`src/rtl/opl3_sched_pkg.sv`:
```
`default_nettype none
// ============================================================================
// opl3_sched_pkg : shared types for the OPL3 scheduler slice
// Rev 1.0
// ============================================================================
package opl3_sched_pkg;

  localparam int RAM_AW = 12;
  localparam int RAM_DW = 16;

  typedef enum logic [2:0] {
    IDLE    = 3'd0,
    START   = 3'd1,
    WAIT    = 3'd2,
    RUN     = 3'd3,
    CAPTURE = 3'd4
  } state_t;

  typedef struct packed {
    logic [RAM_AW-1:0] addr;
    logic [RAM_DW-1:0] data;
  } host_wr_t;

endpackage
`default_nettype wire

```
`src/rtl/opl3_sched_if.sv`:
```
`default_nettype none
// ============================================================================
// opl3_sched_if : host queue, sequencer, shared-RAM and sample signals
// Rev 1.0
// ============================================================================
interface opl3_sched_if;
  import opl3_sched_pkg::*;

  logic              host_wr;
  logic [RAM_AW-1:0] host_addr;
  logic [RAM_DW-1:0] host_wdata;
  logic              host_full;
  logic              host_drop;
  logic              seq_rd;
  logic              seq_ready;
  logic [RAM_DW-1:0] seq_a;
  logic [RAM_DW-1:0] seq_b;
  logic              seq_ram_wr;
  logic [RAM_AW-1:0] seq_ram_addr;
  logic [RAM_DW-1:0] seq_ram_wdata;
  logic              ram_wr;
  logic [RAM_AW-1:0] ram_addr;
  logic [RAM_DW-1:0] ram_wdata;
  logic [RAM_DW-1:0] out_l;
  logic [RAM_DW-1:0] out_r;
  logic              out_valid;
  logic              overrun;
  logic              overrun_clr;

  modport slave (
    input  host_wr, host_addr, host_wdata, seq_ready, seq_a, seq_b,
           seq_ram_wr, seq_ram_addr, seq_ram_wdata, overrun_clr,
    output host_full, host_drop, seq_rd, ram_wr, ram_addr, ram_wdata,
           out_l, out_r, out_valid, overrun
  );

  modport master (
    output host_wr, host_addr, host_wdata, seq_ready, seq_a, seq_b,
           seq_ram_wr, seq_ram_addr, seq_ram_wdata, overrun_clr,
    input  host_full, host_drop, seq_rd, ram_wr, ram_addr, ram_wdata,
           out_l, out_r, out_valid, overrun
  );

endinterface
`default_nettype wire

```
`src/rtl/opl3_host_fifo.sv`:
```
`default_nettype none
// ============================================================================
// opl3_host_fifo : first-word-fall-through queue of host RAM writes
// Rev 1.0
// ============================================================================
module opl3_host_fifo
  import opl3_sched_pkg::*;
#(
  parameter int DEPTH = 4
) (
  input  logic                   clk,
  input  logic                   reset,
  input  logic                   push,
  input  logic                   pop,
  input  host_wr_t               wdata,
  output host_wr_t               head,
  output logic                   full,
  output logic                   empty,
  output logic [$clog2(DEPTH):0] count
);

  localparam int                   c_PTR_W = $clog2(DEPTH);
  localparam logic [c_PTR_W:0]     c_FULL  = (c_PTR_W + 1)'(DEPTH);

  host_wr_t           r_mem [DEPTH];
  logic [c_PTR_W-1:0] r_wr_ptr;
  logic [c_PTR_W-1:0] r_rd_ptr;
  logic [c_PTR_W:0]   r_count;

  // Storage is cleared so the idle RAM bus shows zeros after reset.
  always_ff @(posedge clk) begin
    if (reset) begin
      r_mem <= '{default: '0};
    end else if (push) begin
      r_mem[r_wr_ptr] <= wdata;
    end
  end

  always_ff @(posedge clk) begin
    if (reset) begin
      r_wr_ptr <= '0;
      r_rd_ptr <= '0;
      r_count  <= '0;
    end else begin
      if (push) r_wr_ptr <= r_wr_ptr + 1'b1;
      if (pop)  r_rd_ptr <= r_rd_ptr + 1'b1;
      case ({push, pop})
        2'b10:   r_count <= r_count + 1'b1;
        2'b01:   r_count <= r_count - 1'b1;
        default: r_count <= r_count;
      endcase
    end
  end

  assign head  = r_mem[r_rd_ptr];
  assign full  = (r_count == c_FULL);
  assign empty = (r_count == '0);
  assign count = r_count;

endmodule
`default_nettype wire

```
`src/rtl/opl3_sched.sv`:
```
`default_nettype none
// ============================================================================
// opl3_sched : sample-tick generator, sequencer handshake and shared RAM mux
// Rev 1.0
// ============================================================================
module opl3_sched
  import opl3_sched_pkg::*;
#(
  parameter int CLK_HZ     = 50_000_000,
  parameter int SAMPLE_HZ  = 44_100,
  parameter int FIFO_DEPTH = 4
) (
  input  logic         clk,
  input  logic         reset,
  opl3_sched_if.slave  bus
);

  localparam int          c_CNT_W     = $clog2(FIFO_DEPTH) + 1;
  localparam logic [31:0] c_CLK_HZ    = 32'(CLK_HZ);
  localparam logic [31:0] c_SAMPLE_HZ = 32'(SAMPLE_HZ);

  state_t            r_state;
  logic [31:0]       r_acc;
  logic              r_pend_tick;
  logic              r_overrun;
  logic              r_host_drop;
  logic              r_seq_rd;
  logic              r_out_valid;
  logic [RAM_DW-1:0] r_out_l;
  logic [RAM_DW-1:0] r_out_r;

  logic [31:0]        w_acc_sum;
  logic               w_tick;
  logic               w_push;
  logic               w_pop;
  logic               w_drained;
  logic               w_go;
  logic               w_host_sel;
  logic               w_full;
  logic               w_empty;
  logic [c_CNT_W-1:0] w_count;
  host_wr_t           w_wdata;
  host_wr_t           w_head;

  assign w_acc_sum = r_acc + c_SAMPLE_HZ;
  assign w_tick    = (w_acc_sum >= c_CLK_HZ);

  assign w_wdata   = '{addr: bus.host_addr, data: bus.host_wdata};
  assign w_pop     = (r_state == IDLE) && !w_empty;
  // A pop in the same clock frees the slot, so a write arriving while full is kept.
  assign w_push    = bus.host_wr && (!w_full || w_pop);
  // Start is decided on the queue as it will be after this clock's pop.
  assign w_drained = (w_count == {{(c_CNT_W-1){1'b0}}, w_pop});
  assign w_go      = (r_pend_tick || w_tick) && w_drained && bus.seq_ready;

  opl3_host_fifo #(
    .DEPTH (FIFO_DEPTH)
  ) u_host_fifo (
    .clk   (clk),
    .reset (reset),
    .push  (w_push),
    .pop   (w_pop),
    .wdata (w_wdata),
    .head  (w_head),
    .full  (w_full),
    .empty (w_empty),
    .count (w_count)
  );

  always_ff @(posedge clk) begin
    if (reset) begin
      r_acc       <= '0;
      r_pend_tick <= 1'b0;
      r_overrun   <= 1'b0;
      r_host_drop <= 1'b0;
    end else begin
      r_acc       <= w_tick ? (w_acc_sum - c_CLK_HZ) : w_acc_sum;
      // The tick that launches a run is consumed on the way into START.
      r_pend_tick <= (r_state == IDLE && w_go) ? 1'b0 : (r_pend_tick || w_tick);
      r_overrun   <= (w_tick && r_pend_tick) || (r_overrun && !bus.overrun_clr);
      r_host_drop <= (bus.host_wr && !w_push) || (r_host_drop && !bus.overrun_clr);
    end
  end

  always_ff @(posedge clk) begin
    if (reset) begin
      r_state     <= IDLE;
      r_seq_rd    <= 1'b0;
      r_out_valid <= 1'b0;
      r_out_l     <= '0;
      r_out_r     <= '0;
    end else begin
      r_seq_rd    <= 1'b0;
      r_out_valid <= 1'b0;
      case (r_state)
        IDLE: begin
          if (w_go) begin
            r_state  <= START;
            r_seq_rd <= 1'b1;
          end
        end
        START:   r_state <= WAIT;
        // seq_ready may not have dropped yet, so it is ignored here.
        WAIT:    r_state <= RUN;
        RUN: begin
          if (bus.seq_ready) begin
            r_state     <= CAPTURE;
            r_out_l     <= bus.seq_a;
            r_out_r     <= bus.seq_b;
            r_out_valid <= 1'b1;
          end
        end
        CAPTURE: r_state <= IDLE;
        default: r_state <= IDLE;
      endcase
    end
  end

  assign w_host_sel    = (r_state == IDLE) || (r_state == CAPTURE);

  assign bus.ram_wr    = w_host_sel ? w_pop       : bus.seq_ram_wr;
  assign bus.ram_addr  = w_host_sel ? w_head.addr : bus.seq_ram_addr;
  assign bus.ram_wdata = w_host_sel ? w_head.data : bus.seq_ram_wdata;

  assign bus.host_full = w_full;
  assign bus.host_drop = r_host_drop;
  assign bus.seq_rd    = r_seq_rd;
  assign bus.out_l     = r_out_l;
  assign bus.out_r     = r_out_r;
  assign bus.out_valid = r_out_valid;
  assign bus.overrun   = r_overrun;

endmodule
`default_nettype wire

```
`src/flat_wrapper.sv`:
```
// flat-port wrapper written by rule: the top's interface ports become plain ports
module opl3_sched_flat import opl3_sched_pkg::*;
#(
  parameter int CLK_HZ     = 50_000_000,
  parameter int SAMPLE_HZ  = 44_100,
  parameter int FIFO_DEPTH = 4
)
  (clk, reset, bus_host_wr, bus_host_addr, bus_host_wdata, bus_seq_ready, bus_seq_a, bus_seq_b, bus_seq_ram_wr, bus_seq_ram_addr, bus_seq_ram_wdata, bus_overrun_clr, bus_host_full, bus_host_drop, bus_seq_rd, bus_ram_wr, bus_ram_addr, bus_ram_wdata, bus_out_l, bus_out_r, bus_out_valid, bus_overrun);
  opl3_sched_if bus_i ();
  input  logic clk;
  input  logic reset;
  input wire logic [$bits(bus_i.host_wr)-1:0] bus_host_wr;
  input wire logic [$bits(bus_i.host_addr)-1:0] bus_host_addr;
  input wire logic [$bits(bus_i.host_wdata)-1:0] bus_host_wdata;
  input wire logic [$bits(bus_i.seq_ready)-1:0] bus_seq_ready;
  input wire logic [$bits(bus_i.seq_a)-1:0] bus_seq_a;
  input wire logic [$bits(bus_i.seq_b)-1:0] bus_seq_b;
  input wire logic [$bits(bus_i.seq_ram_wr)-1:0] bus_seq_ram_wr;
  input wire logic [$bits(bus_i.seq_ram_addr)-1:0] bus_seq_ram_addr;
  input wire logic [$bits(bus_i.seq_ram_wdata)-1:0] bus_seq_ram_wdata;
  input wire logic [$bits(bus_i.overrun_clr)-1:0] bus_overrun_clr;
  output wire logic [$bits(bus_i.host_full)-1:0] bus_host_full;
  output wire logic [$bits(bus_i.host_drop)-1:0] bus_host_drop;
  output wire logic [$bits(bus_i.seq_rd)-1:0] bus_seq_rd;
  output wire logic [$bits(bus_i.ram_wr)-1:0] bus_ram_wr;
  output wire logic [$bits(bus_i.ram_addr)-1:0] bus_ram_addr;
  output wire logic [$bits(bus_i.ram_wdata)-1:0] bus_ram_wdata;
  output wire logic [$bits(bus_i.out_l)-1:0] bus_out_l;
  output wire logic [$bits(bus_i.out_r)-1:0] bus_out_r;
  output wire logic [$bits(bus_i.out_valid)-1:0] bus_out_valid;
  output wire logic [$bits(bus_i.overrun)-1:0] bus_overrun;
  assign bus_i.host_wr = bus_host_wr;
  assign bus_i.host_addr = bus_host_addr;
  assign bus_i.host_wdata = bus_host_wdata;
  assign bus_i.seq_ready = bus_seq_ready;
  assign bus_i.seq_a = bus_seq_a;
  assign bus_i.seq_b = bus_seq_b;
  assign bus_i.seq_ram_wr = bus_seq_ram_wr;
  assign bus_i.seq_ram_addr = bus_seq_ram_addr;
  assign bus_i.seq_ram_wdata = bus_seq_ram_wdata;
  assign bus_i.overrun_clr = bus_overrun_clr;
  assign bus_host_full = bus_i.host_full;
  assign bus_host_drop = bus_i.host_drop;
  assign bus_seq_rd = bus_i.seq_rd;
  assign bus_ram_wr = bus_i.ram_wr;
  assign bus_ram_addr = bus_i.ram_addr;
  assign bus_ram_wdata = bus_i.ram_wdata;
  assign bus_out_l = bus_i.out_l;
  assign bus_out_r = bus_i.out_r;
  assign bus_out_valid = bus_i.out_valid;
  assign bus_overrun = bus_i.overrun;
  opl3_sched #(.CLK_HZ(CLK_HZ), .SAMPLE_HZ(SAMPLE_HZ), .FIFO_DEPTH(FIFO_DEPTH)) u_core (.clk(clk), .reset(reset), .bus(bus_i));
endmodule
```
`config.mk`:
```
export PLATFORM = sky130hd
export DESIGN_NAME = opl3_sched_flat
export DESIGN_NICKNAME = d
export VERILOG_FILES = /design/src/rtl/opl3_sched_pkg.sv /design/src/rtl/opl3_sched_if.sv /design/src/rtl/opl3_host_fifo.sv /design/src/rtl/opl3_sched.sv /design/src/flat_wrapper.sv
export SDC_FILE = /design/constraint.sdc
export NUM_CORES = 1
export LEC_CHECK = 0
export ABC_AREA = 1
export CORE_MARGIN = 4
export CORE_UTILIZATION = 35
export CTS_BUF_LIST = sky130_fd_sc_hd__clkbuf_16
export DETAILED_ROUTE_END_ITERATION = 8
export DONT_BUFFER_PORTS = 1
export PLACE_DENSITY = 0.5
export REMOVE_ABC_BUFFERS = 1
export SLEW_MARGIN = 20
export SYNTH_ARGS = -nofsm -noshare
export SYNTH_HDL_FRONTEND = slang
export SYNTH_SLANG_ARGS = --single-unit
```
`constraint.sdc`:
```
create_clock -name clk -period 6 [get_ports clk]
set_input_delay 1.8 -clock clk [delete_from_list [all_inputs] [get_ports clk]]
set_output_delay 1.8 -clock clk [all_outputs]
set_load 0.01 [all_outputs]
```
==> reports/results.ini, run 1 <==
[die]
fp.dieArea_um2 = 30100
initial_utilization_pct = 35.6
io_pins = 160
fp.dieH_um = 174
fp-row-count = 60
die_x_um = 174
fp.coreArea_um2 = 27000

[synth]
synth_commonest_cells = sky130_fd_sc_hd__nand2_1, sky130_fd_sc_hd__a21oi_1, sky130_fd_sc_hd__dfxtp_1, sky130_fd_sc_hd__nand3_1, sky130_fd_sc_hd__inv_1
yosysTopAreaCellShare_pct = 39.5
async_s_r_ff_share_synth_pct = 0
synthDominantAreaCellType = sky130_fd_sc_hd__dfxtp_1
post-synth-top-count-cell = sky130_fd_sc_hd__nand2_1
postSynthRegisterBits = 189
netlist_top_cells_area = sky130_fd_sc_hd__dfxtp_1, sky130_fd_sc_hd__a21oi_1, sky130_fd_sc_hd__nand2_1
yosysWarningCount = 0
post_synth_inst_count = 1441
synth-seq-area-share_pct = 39.5
synthDistinctLibCells = 39
synth_flop_cell = sky130_fd_sc_hd__dfxtp_1
syn_avg_cell_area_um2 = 6.65
mappedNetlistArea_um2 = 9590
synth_edf_count = 0

[cts]
postCtsSetupRepairBufs = 0
post_cts_resized = 0
clock_tree.buffer_depth = 2
tritoncts = done
worstSkewPairLatency_ns = 0.44
htree_num_levels = 4
clock_sink_count = 189
tritoncts.num_buffers = 17
cts.hold.buffers_added = 0
clock-root-buffer = sky130_fd_sc_hd__clkbuf_16
clk_transition_reported_paths_ns = 0.08

[setup_path]
r2r-start = u_core.r_state[0]$_SDFFE_PP0P_
ff_to_ff_end = u_core.u_host_fifo.count[0]$_SDFFE_PP0P_
crit_chain = nor2_4 > inv_1 > nor2_1 > nand2_1 > nand2_1
timing.critical_path.max_delay_family = simple AND/OR/NAND/NOR gates
crit_path_end_kind = primary output
timing.critical_path.buf_inv = 1
path_class = reg2out
worst-path-stages = 5
critical-path-max-stage-delay_ns = 0.75
startpoint_class_of_the_critical_path = flop
cp.arrival_ns = 2.49
cp_slowest_cell = sky130_fd_sc_hd__nor2_4
required_time_worst_endpoint_ns = 4.20
reg2reg_slack_ns = 2.37
r2r.worst_path.cells = 12
cp_max_fo = 42
worst_path_most_repeated_cell = sky130_fd_sc_hd__nand2_1

[sta]
postLayoutSetupSlackWorst_ns = 1.71
final.setup_skew_ns = 0.0157
timing_worst_slew_pin_value_ns = 1.02
timing_hold_violations_final = 0
finalSetupViolCount = 0
hold-worst-slack_ns = 0.455
fin_crit_share_pct = 71.5
fmaxAchievable_mhz = 233
unrepaired_setup_endpoints_after_global_routing = no
period_minus_slack_ns = 4.29
relSlewSlack_pct = 32.1
totalNegativeSetupSlack_ns = 0
slew_violations = 0

[placed_design]
dp_worst_slack_ns = 2.05
place_congestion = 0.867
port_buf_inserts = 0
dpl.hpwl_um = 18900

[pwr]
cell_internal_pwr_mw = 2.61
power_frac_comb_pct = 43.2
p_clk_share_pct = 24.0
power.sequential.fraction_pct = 32.8
static-leakage-power_nw = 3.82
switching_power_mw = 2.28
max-vdd-ir-drop_uv = 201
netSwitchingFraction_pct = 46.6
power_density_nw_per_um2 = 470

[hold_path]
min_delay_worst_endpoint = u_core.u_host_fifo.r_mem[43]$_SDFFE_PP0P_
min_delay_path_depth = 2
class_of_the_tightest_hold_or_removal_check = reg2reg
worstHoldStart = u_core.u_host_fifo.r_mem[43]$_SDFFE_PP0P_

[route]
drc = 0
postRouteWirelength_um = 28700
initial_drc_count = 595
wire_per_inst_um = 16.5
detail_route.first_pass.iterations = 5
via_count = 9113
number_of_vias_per_cell_after_detailed_routing = 5.23
antenna_left = 0

[global_routing]
grt_pass1_wl_um = 46300
grt_antenna_before_repair = 0
number_of_global_route_vias_before_repair = 8557
grt_remaining_overflow = 0
track_usage_pct = 18.7
maximum_number_of_pins_on_one_net_before_global_route_repair = 110

[layout]
num-nets-final = 1490
flow.area_growth_from_synthesis_pct = 8.47
drive_above_1_share_pct = 7.42
insertedDiodeCount = 0

[status]
run_status = completed

[run]
drv.max_cap_violation_count = 0

-- worst register-to-register path: cells and delay by family (launching register included) --
kind / cells / cell delay, ns
and+or+nand+nor: 7 / 1.82
buffers and inverters: 3 / 1.16
DFF: 1 / 0.35
AOI/OAI and AO/OA: 2 / 0.24
-- worst max-delay path by stage --
stage	from	endpoint	slack, ns
floorplan	u_core.r_state[0]$_SDFFE_PP0P_	u_core.u_host_fifo.r_mem[28]$_SDFFE_PP0P_	1.13
global placement	bus_seq_ram_wdata[6]	bus_ram_wdata[6]	2.08
detailed placement	bus_seq_ram_wdata[12]	bus_ram_wdata[12]	2.05
CTS	u_core.r_state[0]$_SDFFE_PP0P_	bus_ram_wr	1.69
global route	u_core.r_state[0]$_SDFFE_PP0P_	bus_ram_wr	1.41
finish	u_core.r_state[0]$_SDFFE_PP0P_	bus_ram_wr	1.71
-- power groups by stage --
stage	logic [mW]	clock network, mW	registers [mW]
after floorplan	1.53	0	1.62
after global placement	2.10	0	1.63
after detailed placement	2.12	0	1.63
after CTS	2.13	1.21	1.61
after global routing	2.37	1.26	1.63
final	2.11	1.17	1.60
-- final cells by class --
type,instances,area [um^2]
timing repair buffer,13,97.6
multi-input combinational,1023,4940
sequential,189,3780
clock buffer,17,425
inverter,144,541
clock inverter,15,190
fill,2919,16500
tap,341,427
-- registers in the layout, summed over array words and instances, names as in the netlist --
signal	cells
u_core.bus.overrun	1
u_core.u_host_fifo.r_wr_ptr	2
u_core.r_pend_tick	1
u_core.u_host_fifo.r_rd_ptr	2
u_core.bus.host_drop	1
u_core.r_state	3
u_core.u_host_fifo.count	3
u_core.bus.seq_rd	1
u_core.u_host_fifo.r_mem	112
u_core.bus.out_l	16
u_core.bus.out_r	16
u_core.r_acc	30
u_core.bus.out_valid	1
-- through the flow --
stage | total power [mW] | instance area [um^2] | utilization (%) | cells
2_1_floorplan | 3.14 | 9240 | - | 1356
3_3_place_gp | 3.73 | 9780 | 36.3 | 1710
3_5_place_dp | 3.75 | 9780 | 36.3 | 1710
4_1_cts | 4.95 | 10400 | 38.6 | 1742
5_1_grt | 5.27 | 10400 | 38.6 | 1742
6_report | 4.89 | 10400 | 38.6 | 1742
-- cells by family after synthesis --
group                    Yosys count  share of synthesized area, %
AND/OR/NAND/NOR                  606                          27.8
AO/OA/AOI/OAI                    403                          21.6
buffers and inverters            229                          9.25
flip-flops                       189                          39.5
adder cells (fa/ha/maj)            8                          1.12
XOR/XNOR                           6                         0.783
-- layout by cell type, fill, tap and decap left out, types with 2 or more instances in the layout --
master / instances
sky130_fd_sc_hd__nand2_4: 2
sky130_fd_sc_hd__nand2_1: 280
sky130_fd_sc_hd__nand3_1: 145
sky130_fd_sc_hd__inv_8: 2
sky130_fd_sc_hd__clkbuf_16: 17
sky130_fd_sc_hd__clkinv_4: 2
sky130_fd_sc_hd__nand2_2: 13
sky130_fd_sc_hd__buf_4: 13
sky130_fd_sc_hd__a31oi_1: 29
sky130_fd_sc_hd__inv_12: 2
sky130_fd_sc_hd__nor2_1: 117
sky130_fd_sc_hd__nor3_2: 9
sky130_fd_sc_hd__dfxtp_1: 188
sky130_fd_sc_hd__o21ai_1: 7
sky130_fd_sc_hd__nor4_1: 2
sky130_fd_sc_hd__nand3_2: 2
sky130_fd_sc_hd__inv_1: 130
sky130_fd_sc_hd__o21ai_0: 129
sky130_fd_sc_hd__nand3b_1: 3
sky130_fd_sc_hd__nor2_2: 12
sky130_fd_sc_hd__xor2_1: 2
sky130_fd_sc_hd__ha_1: 7
sky130_fd_sc_hd__nor3_1: 6
sky130_fd_sc_hd__a21oi_1: 230
sky130_fd_sc_hd__o211ai_1: 2
sky130_fd_sc_hd__nand4_1: 10
sky130_fd_sc_hd__clkinv_8: 6
sky130_fd_sc_hd__nor2_4: 3
sky130_fd_sc_hd__xor2_2: 3
sky130_fd_sc_hd__inv_2: 14
-- layer usage --
layer	vias up	track usage, %	wire [um]	part of all wire [%]
li1	4665	-	-	-
met1	4181	26.1	13600	47
met2	241	29.5	12900	45
met3	26	4.25	1750	6.1
met4	0	4.56	430	1.5
met5	-	0	0	0
Power figures use the tool's default switching activity.
==> run 2: changes to the inputs <==
- PLACE_DENSITY: 0.5 -> 0.52
- clock period: 6 -> 3.8 ns (I/O delays scaled with it)
==> run 2 against run 1 <==
Against the previous run: wire length shrank 2.1%; largest power group unchanged; clock-buffer cell count stayed put; critical path type unchanged; sequential power grew 58%; sequential share of layout area decreased by 0.54 points; worst setup slack lost 1.3 ns; via count grew 0.71%; die area did not move; critical endpoint is now bus_ram_addr[0]; clock power up 60%.
==> reports/results.ini, run 2 (synthesis gave the netlist of run 1 again) <==
[layout]
num-nets-final = 1509  ; +1.3%
flow.area_growth_from_synthesis_pct = 10.1
area_of_combinational_cells_with_multiple_inputs_um2 = 4940  ; unchanged
leading_cell_types_in_the_layout_fill_and_taps_excluded = sky130_fd_sc_hd__nand2_1, sky130_fd_sc_hd__a21oi_1, sky130_fd_sc_hd__dfxtp_1
biggestRegsByFlops = u_core.u_host_fifo.r_mem: 112 flops, u_core.r_acc: 30 flops
flip_flop_count_of_the_largest_register_all_copies_and_words_added = 112  ; unchanged
post_route_non_filler_standard_cell_count = 1761  ; +1.1%
regArea_um2 = 3780  ; unchanged
registers.top_by_ff_count = u_core.u_host_fifo.r_mem
insertedDiodeCount = 0  ; unchanged
number_of_inserted_filler_cells_in_the_final_layout = 2888  ; -1.1%
most_common_library_cell_in_the_layout_ignoring_fill_and_taps = sky130_fd_sc_hd__nand2_1
stdcell_area_um2 = 10600  ; +1.5%
drive_above_1_share_pct = 8.66  ; +1.2 points

[hold_path]
class_of_the_tightest_hold_or_removal_check = reg2reg
worstHoldStart = u_core.u_host_fifo.r_mem[58]$_SDFFE_PP0P_

[setup_path]
cp_max_fo = 29  ; -31%
cp_slowest_cell = sky130_fd_sc_hd__buf_4
worst_path_most_repeated_cell = sky130_fd_sc_hd__buf_4
required_time_worst_endpoint_ns = 2.66  ; -1.54 ns
crit_path_end_kind = primary output
critical-path-max-stage-delay_ns = 0.35  ; -0.40 ns
startpoint_class_of_the_critical_path = flop
startpoint = u_core.u_host_fifo.r_rd_ptr[1]$_SDFFE_PP0P_
cp.arrival_ns = 2.22  ; -0.27 ns
path_class = reg2out
reg2reg_slack_ns = 0.85  ; -1.52 ns
r2r-start = u_core.r_acc[2]$_SDFF_PP0_
crit_chain = buf_4 > inv_1 > buf_4 > a21oi_1 > o21ai_0 > a31oi_1 > buf_4

[route]
wire_per_inst_um = 15.9  ; -3.2%
drc = 0  ; unchanged
number_of_vias_per_cell_after_detailed_routing = 5.21  ; -0.37%
initial_drc_count = 570  ; -4.2%
via_count = 9178  ; +0.71%
antenna_left = 0  ; unchanged
detail_route.first_pass.iterations = 7  ; +2
postRouteWirelength_um = 28100  ; -2.1%

[run]
drv.max_cap_violation_count = 0  ; unchanged

[die]
fp.coreArea_um2 = 27000  ; unchanged
fp.dieH_um = 174  ; unchanged
io_pins = 160  ; unchanged
die_x_um = 174  ; unchanged
fp-row-count = 60  ; unchanged
initial_utilization_pct = 35.6  ; unchanged
fp.dieArea_um2 = 30100  ; unchanged

[cts]
clock_sink_count = 189  ; unchanged
htree_num_levels = 4  ; unchanged
clock-root-buffer = sky130_fd_sc_hd__clkbuf_16
postCtsSetupRepairBufs = 0  ; unchanged
tritoncts.num_buffers = 17  ; unchanged
post_cts_resized = 0  ; unchanged
clock_tree.buffer_depth = 2  ; unchanged
cts.hold.buffers_added = 0  ; unchanged
clk_transition_reported_paths_ns = 0.08  ; about the same
worstSkewPairLatency_ns = 0.44  ; about the same
tritoncts = done

[sta]
totalNegativeSetupSlack_ns = 0  ; unchanged
fmaxAchievable_mhz = 298
slew_violations = 0  ; unchanged
unrepaired_setup_endpoints_after_global_routing = no
postLayoutSetupSlackWorst_ns = 0.442  ; -1.27 ns
fin_crit_share_pct = 88.4
period_minus_slack_ns = 3.36
finalSetupViolCount = 0  ; unchanged
timing_worst_slew_pin_value_ns = 0.741  ; -0.277 ns
relSlewSlack_pct = 50.5  ; +18 points
timing_hold_violations_final = 0  ; unchanged
final.setup_skew_ns = 0.0207  ; +0.00506 ns
hold-worst-slack_ns = 0.453  ; -0.00126 ns

[pwr]
static-leakage-power_nw = 3.92  ; +2.7%
power_density_nw_per_um2 = 751  ; +60%
max-vdd-ir-drop_uv = 304  ; +51%

[placed_design]
port_buf_inserts = 0  ; unchanged
place_congestion = 0.848  ; -2.2%
dpl.hpwl_um = 19200  ; +1.8%
dp_worst_slack_ns = 0.896  ; -1.15 ns
dpl.cell_count = 1729  ; +1.1%
detailed_place.area_um2 = 9940  ; +1.6%

[status]
run_status = completed

[global_routing]
number_of_global_route_vias_before_repair = 8644  ; +1.0%
maximum_number_of_pins_on_one_net_before_global_route_repair = 110  ; unchanged
grt_pass1_wl_um = 45800  ; -1.1%
grt_antenna_before_repair = 0  ; unchanged
track_usage_pct = 18.4  ; -0.36 points
grt_remaining_overflow = 0  ; unchanged

-- run 2: metrics by stage --
step,power [mW],util [%]
finish,7.93,39.2
global route,8.55,39.2
CTS,7.98,39.2
detailed placement,6.09,36.9
global placement,6.06,36.9
floorplan,4.96,-
-- run 2: path summary, 6_finish.rpt --
path,endpoint,cells after the start
min reg2reg,u_core.u_host_fifo.r_mem[58]$_SDFFE_PP0P_,2
min,u_core.u_host_fifo.r_mem[58]$_SDFFE_PP0P_,2
max reg2reg,u_core.r_acc[28]$_SDFF_PP0_,17
max,bus_ram_addr[0],7
-- run 2: critical path, delay by kind of cell (launching register included) --
family | cells | cell delay [ns]
buffers and inverters | 4 | 1.01
AO/OA/AOI/OAI | 3 | 0.44
flip-flops | 1 | 0.32
-- run 2: layer usage --
| layer | global-route usage, % | up-vias | routed length, um |
|---|---|---|---|
| met5 | 0 | - | 0 |
| met4 | 4.22 | 0 | 375 |
| met3 | 3.60 | 25 | 1480 |
| met2 | 29.3 | 229 | 12800 |
| met1 | 25.7 | 4221 | 13400 |
| li1 | - | 4703 | - |
-- run 2: area by class of cell --
class | count | area share, %
inverter | 144 | 5.12
tap | 341 | 4.04
clock buffer | 17 | 4.03
multi-input combinational | 1023 | 46.8
sequential | 189 | 35.8
timing repair buffer | 32 | 2.39
clock inverter | 15 | 1.81
-- run 2: power by group --
part           switching [mW]  leakage (nW)  total, mW  internal, mW
Sequential              0.253          1.54       2.53          2.28
Clock                   0.914         0.300       1.87         0.955
Combinational            2.41          2.08       3.53          1.11
